===== config.mk =====
export PLATFORM = sky130hd
export DESIGN_NAME = sha_uart_ctrl
export DESIGN_NICKNAME = d
export VERILOG_FILES = /design/src/rtl/sha_uart_ctrl.sv
export SDC_FILE = /design/constraint.sdc
export NUM_CORES = 1
export LEC_CHECK = 0
export CAP_MARGIN = 20
export CORE_AREA = 10 10 401 403
export DETAILED_ROUTE_END_ITERATION = 6
export DIE_AREA = 0 0 411 413
export MAX_ROUTING_LAYER = met4
export SLEW_MARGIN = 0
export SYNTH_ARGS = -nofsm -noshare
export SYNTH_HDL_FRONTEND = slang
export SYNTH_SLANG_ARGS = --single-unit

===== constraint.sdc =====
create_clock -name Clk -period 2.4 [get_ports Clk]
set_input_delay 0.48 -clock Clk [delete_from_list [all_inputs] [get_ports Clk]]
set_output_delay 0.48 -clock Clk [all_outputs]
set_load 0.02 [all_outputs]

===== src/rtl/sha_uart_ctrl.sv =====
// -----------------------------------------------------------------------------
// sha_uart_ctrl
//   Collects bytes from a UART receiver into a single SHA-256 block, pads it
//   once a terminator byte arrives, launches the hash core, latches the digest
//   and hands it to the UART transmitter. Messages longer than 55 bytes do not
//   fit a single padded block; they raise Err and are dropped up to the next
//   terminator.
//
// Ports
//   Clk         system clock, rising edge
//   Reset       asynchronous active-low reset
//   RxData      received byte, qualified by RxValid
//   RxValid     one-cycle strobe for RxData
//   Block       padded 512-bit block, byte 0 at [511:504]
//   HashStart   one-cycle pulse to start the hash core
//   HashDone    hash-complete indication from the core
//   HashDigest  digest from the core, valid while HashDone is high
//   TxStart     one-cycle pulse to start transmitting Digest
//   Digest      latched digest presented to the transmitter
//   TxDone      transmitter-finished indication
//   Busy        high whenever the block is not accepting bytes
//   Err         one-cycle pulse on message overflow
// -----------------------------------------------------------------------------
module sha_uart_ctrl #(
   parameter logic [7:0] TERM1 = 8'h0D,
   parameter logic [7:0] TERM2 = 8'h0A
) (
   input  logic         Clk,
   input  logic         Reset,
   input  logic [7:0]   RxData,
   input  logic         RxValid,
   output logic [511:0] Block,
   output logic         HashStart,
   input  logic         HashDone,
   input  logic [255:0] HashDigest,
   output logic         TxStart,
   output logic [255:0] Digest,
   input  logic         TxDone,
   output logic         Busy,
   output logic         Err
);

   typedef enum logic [2:0] {
      StRecv,
      StDiscard,
      StPad,
      StHashStart,
      StHashWait,
      StTxStart,
      StTxWait
   } state_e;

   // Largest message that still leaves room for the 0x80 marker and the
   // 64-bit length field in one block.
   localparam logic [5:0] MaxCnt = 6'd55;

   state_e         state_q, state_d;
   logic [5:0]     cnt_q, cnt_d;
   logic [511:0]   block_q, block_d;
   logic [255:0]   digest_q, digest_d;
   logic           hash_start_q, hash_start_d;
   logic           tx_start_q, tx_start_d;
   logic           err_q, err_d;
   logic           is_term;
   logic [8:0]     byte_msb;

   assign is_term = (RxData == TERM1) || (RxData == TERM2);

   // MSB of byte cnt within the block: 511 - 8*cnt, which for a 9-bit
   // operand is simply its bitwise complement.
   assign byte_msb = {~cnt_q, 3'b111};

   always_comb begin
      state_d      = state_q;
      cnt_d        = cnt_q;
      block_d      = block_q;
      digest_d     = digest_q;
      hash_start_d = 1'b0;
      tx_start_d   = 1'b0;
      err_d        = 1'b0;

      unique case (state_q)
         StRecv: begin
            if (RxValid) begin
               if (is_term) begin
                  // An empty message (e.g. the LF of a CR LF pair) is ignored.
                  if (cnt_q != 6'd0) begin
                     state_d = StPad;
                  end
               end else if (cnt_q == MaxCnt) begin
                  err_d   = 1'b1;
                  cnt_d   = 6'd0;
                  block_d = '0;
                  state_d = StDiscard;
               end else begin
                  block_d[byte_msb -: 8] = RxData;
                  cnt_d                  = cnt_q + 6'd1;
               end
            end
         end

         StDiscard: begin
            if (RxValid && is_term) begin
               cnt_d   = 6'd0;
               state_d = StRecv;
            end
         end

         StPad: begin
            // Bytes past the marker are already zero: the block is cleared
            // whenever a message is finished or dropped.
            block_d[byte_msb -: 8] = 8'h80;
            block_d[63:0]          = {55'd0, cnt_q, 3'b000};
            hash_start_d           = 1'b1;
            state_d                = StHashStart;
         end

         StHashStart: begin
            state_d = StHashWait;
         end

         StHashWait: begin
            if (HashDone) begin
               digest_d   = HashDigest;
               tx_start_d = 1'b1;
               state_d    = StTxStart;
            end
         end

         StTxStart: begin
            state_d = StTxWait;
         end

         StTxWait: begin
            if (TxDone) begin
               block_d = '0;
               cnt_d   = 6'd0;
               state_d = StRecv;
            end
         end

         default: begin
            state_d = StRecv;
         end
      endcase
   end

   always_ff @(posedge Clk or negedge Reset) begin
      if (!Reset) begin
         state_q      <= StRecv;
         cnt_q        <= 6'd0;
         block_q      <= '0;
         digest_q     <= '0;
         hash_start_q <= 1'b0;
         tx_start_q   <= 1'b0;
         err_q        <= 1'b0;
      end else begin
         state_q      <= state_d;
         cnt_q        <= cnt_d;
         block_q      <= block_d;
         digest_q     <= digest_d;
         hash_start_q <= hash_start_d;
         tx_start_q   <= tx_start_d;
         err_q        <= err_d;
      end
   end

   assign Block     = block_q;
   assign Digest    = digest_q;
   assign HashStart = hash_start_q;
   assign TxStart   = tx_start_q;
   assign Err       = err_q;
   assign Busy      = (state_q != StRecv) && (state_q != StDiscard);

endmodule


==> metrics, run 1 <==
worst endpoint required time 3.00 ns; gp weighted congestion approximately 0.9; final hold violations 0; Final Core Density about a third; worst-path fanout max 22; endpoint type of the worst setup path flop; width of the die roughly 410 um; Clock H-tree levels 3; clock tree sinks slightly below 800; largest net degree at the start of global routing 90; Congestion Overflow GR 0; Setup CP Type flop to flop; sequential share of the synthesized area between 60% and 70%; Max-Slew Margin vs Limit between 50 and 60%; placed instance area ~0.047 mm^2; Nets 4128; Setup TNS Final 0 ns; area leader, netlist dfrtp_1; Leak 0.0215 uW; unrepaired setup endpoints after global routing yes; Pwr per Cell Area 1190 mW/mm^2; top_reg_cell synth dfrtp_1; Netlist Area Pre-Place 0.0325 mm^2; Starting Density approximately a fifth; ranking of synthesized cells by area dfrtp_1, mux2_2, mux2i_1, a2bb2oi_1, nor2_1; synth-to-layout area growth 58.3%; Worst Clk Skew about 0.024 ns; Post-synth EDFFs 0; 1st-iter DRT viols about 1900; Vias around 28000; Final Slew Violations 0; initial antenna violation count between 60 and 70; Mean Syn Cell Area roughly 13 um^2; Core Rows between 100 and 150; status complete, no violations; clock transition at the registers of the reported paths 0.06 ns; GRT Total Usage between 20% and 30%; Async S/R FF share, synth 100%; Startpoint Class flop; first-pass GRT wire length roughly 240 mm; Final Setup Violations 0; Yosys warning total 0; Final Cycle Share between 90% and 100%; distinct cell type count after synthesis 61; Synth top area share roughly 60%; Synthesized Nets about 2900; DRC viols 0; layout cells sized above 1 between 20% and 30%; Hold/Removal Path Class input port to asynchronous set/reset pin; Post-Synthesis Cells around 2600; post-DP HPWL approximately 140 mm; WL final ~180 mm; I/O Pins 1041; CTS buffer count slightly above 90; Pwr Total just over 60000 uW; deepest clock path buffer count 3; Antenna Nets Post-Route 0; Final Critical Period approximately 2.4 ns; worst skew pair latency about 0.73 ns; root buffer cell clkbuf_16; Worst Path Arrival 2.99 ns; wire per inst between 20 and 30 um; MaxCap Viol Count 0; chip height between 400 and 500 um; Core ar. approximately 0.15 mm^2; die area 0.170 mm^2; vias per cell 4.61; Worst Max-Slew Pin Slew 0.688 ns; # port buffers 1040; VDD IR max slightly above 900 uV; Design Area, Final between 0.05 and 0.06 mm^2; CTS tree yes; vias in the first global route between 20000 and 30000; final worst hold slack ~0.35 ns; #FFs+latches synth 780; Pre-antenna DRT Iters 5; Fmax between 0.4 and 0.5 GHz
==> synthesized netlist by cell type, drive strengths merged, types with 9 or more instances <==
library cell / number
nor2b: 16
mux2: 257
a21oi: 115
nor2: 296
nand3: 23
nand4: 54
a2bb2oi: 167
buf: 49
o31ai: 9
nand2: 118
mux2i: 225
nor3: 13
o21ai: 94
clkbuf: 126
dfrtp: 780
a31oi: 23
o22a: 42
nor4: 38
and2: 38
and3: 43
==> cells in the final DEF, fill, tap and decap left out, types with 7 or more instances in the layout <==
| cell type | synthesis | layout |
|---|---|---|
| a2bb2oi_1 | 167 | 162 |
| buf_12 | 0 | 71 |
| nor4_4 | 33 | 35 |
| nand3_1 | 23 | 23 |
| clkdlybuf4s50_1 | 0 | 994 |
| nand2_1 | 118 | 118 |
| nor2_2 | 0 | 15 |
| o21ai_2 | 10 | 8 |
| diode_2 | 0 | 19 |
| clkinvlp_4 | 0 | 8 |
| nand4_1 | 54 | 54 |
| clkbuf_16 | 0 | 93 |
| dfrtp_1 | 780 | 777 |
| dlygate4sd2_1 | 0 | 31 |
| a21oi_1 | 115 | 109 |
| o22a_1 | 42 | 42 |
| clkinv_2 | 0 | 10 |
| mux2_2 | 257 | 257 |
| and3_1 | 43 | 40 |
| buf_4 | 4 | 233 |
| nor3_1 | 13 | 10 |
| mux2i_1 | 225 | 225 |
| clkbuf_1 | 124 | 19 |
| bufinv_16 | 0 | 7 |
| o21ai_0 | 77 | 76 |
| a31oi_1 | 22 | 22 |
| and2_1 | 36 | 36 |
| nor2_1 | 296 | 279 |
| nor2b_1 | 16 | 14 |
| o31ai_1 | 8 | 8 |
| buf_2 | 31 | 8 |
| clkbuf_8 | 0 | 23 |
| inv_1 | 7 | 7 |
==> metrics by stage <==
step           std cells  worst slack [ns]
2_1_floorplan       2587            0.0648
3_3_place_gp        5753            -0.627
3_5_place_dp        5753            -0.696
4_1_cts             5969          0.000269
5_1_grt             5983           -0.0166
6_report            5992            0.0166
==> worst paths after layout <==
path / startpoint / end / slack [ns] / cells past startpoint
max: state_q[0] / Block[184] / 0.02 / 8
min: Reset / Block[150] / 0.35 / 2
max reg2reg: state_q[0] / Block[184] / 0.02 / 8
min reg2reg: Block[175] / Block[175] / 0.49 / 1
max in group asynchronous: Reset / Digest[79] / 1.05 / 3
min in group Clk: RxData[1] / Block[49] / 0.36 / 4
==> where the power goes <==
part           switching (uW)  internal, uW
registers                2440         16800
clock network            6180          8660
logic                   15100         11800
==> area by class of cell <==
cell class / count / area, um^2
Antenna cell: 19 / 47.5
Multi-Input combinational cell: 1624 / 12400
Tap cell: 2044 / 2560
Fill cell: 15311 / 102000
Sequential cell: 780 / 19500
Timing Repair Buffer: 1346 / 13600
Clock inverter: 35 / 473
Inverter: 9 / 33.8
Clock buffer: 135 / 2720
==> repair_timing <==
item                                    CTS  global route
resized for setup                        56            36
pin swaps                                29             4
endpoints found under the setup margin  410           163
hold endpoints to repair                 19             0
gates cloned                              1             1
buffers inserted                         44             3
hold buffers                              1             0
==> cell families (layout without fill, tap and decap cells) <==
kind of cell / count (synthesis) / in the layout / share of synthesized area, %
adders and majority gates: 5 / 5 / 0.193
other: 0 / 19 / 0
buffers and inverters: 184 / 1525 / 2.44
muxes: 482 / 482 / 15.9
and+or+nand+nor: 664 / 664 / 11.1
DFF: 780 / 780 / 60.1
AOI/OAI and AO/OA: 472 / 473 / 10.2
==> layer usage <==
| metal | share of wire, % | vias to the layer above | track usage (%) |
|---|---|---|---|
| li1 | - | 11907 | - |
| met1 | 38 | 14212 | 23.3 |
| met2 | 49 | 1210 | 34.3 |
| met3 | 9.0 | 301 | 7.28 |
| met4 | 3.2 | 0 | 6.40 |
| met5 | 0 | - | - |
==> registers in the layout, indices dropped and copies added, names as in the netlist <==
name and count:
cnt_q 6, Digest 256, Err 1, TxStart 1
state_q 3, HashStart 1, Block 512
==> worst max-delay path: stages (launching register included) <==
cell,delay [ns]
dfrtp_4,0.54
nor3_2,0.32
buf_4,0.19
o2111ai_1,0.22
nand3_1,0.26
buf_12,0.24
nor2_1,0.16
buf_12,0.18
a2bb2oi_1,0.13
Note: power is estimated with default switching activity, not from simulation.
==> inputs of run 2 (changes only) <==
Settings changed: SLEW_MARGIN 0 to 10.
==> results of run 2 <==
Final layout, timing and power as in run 1 (identical DEF).
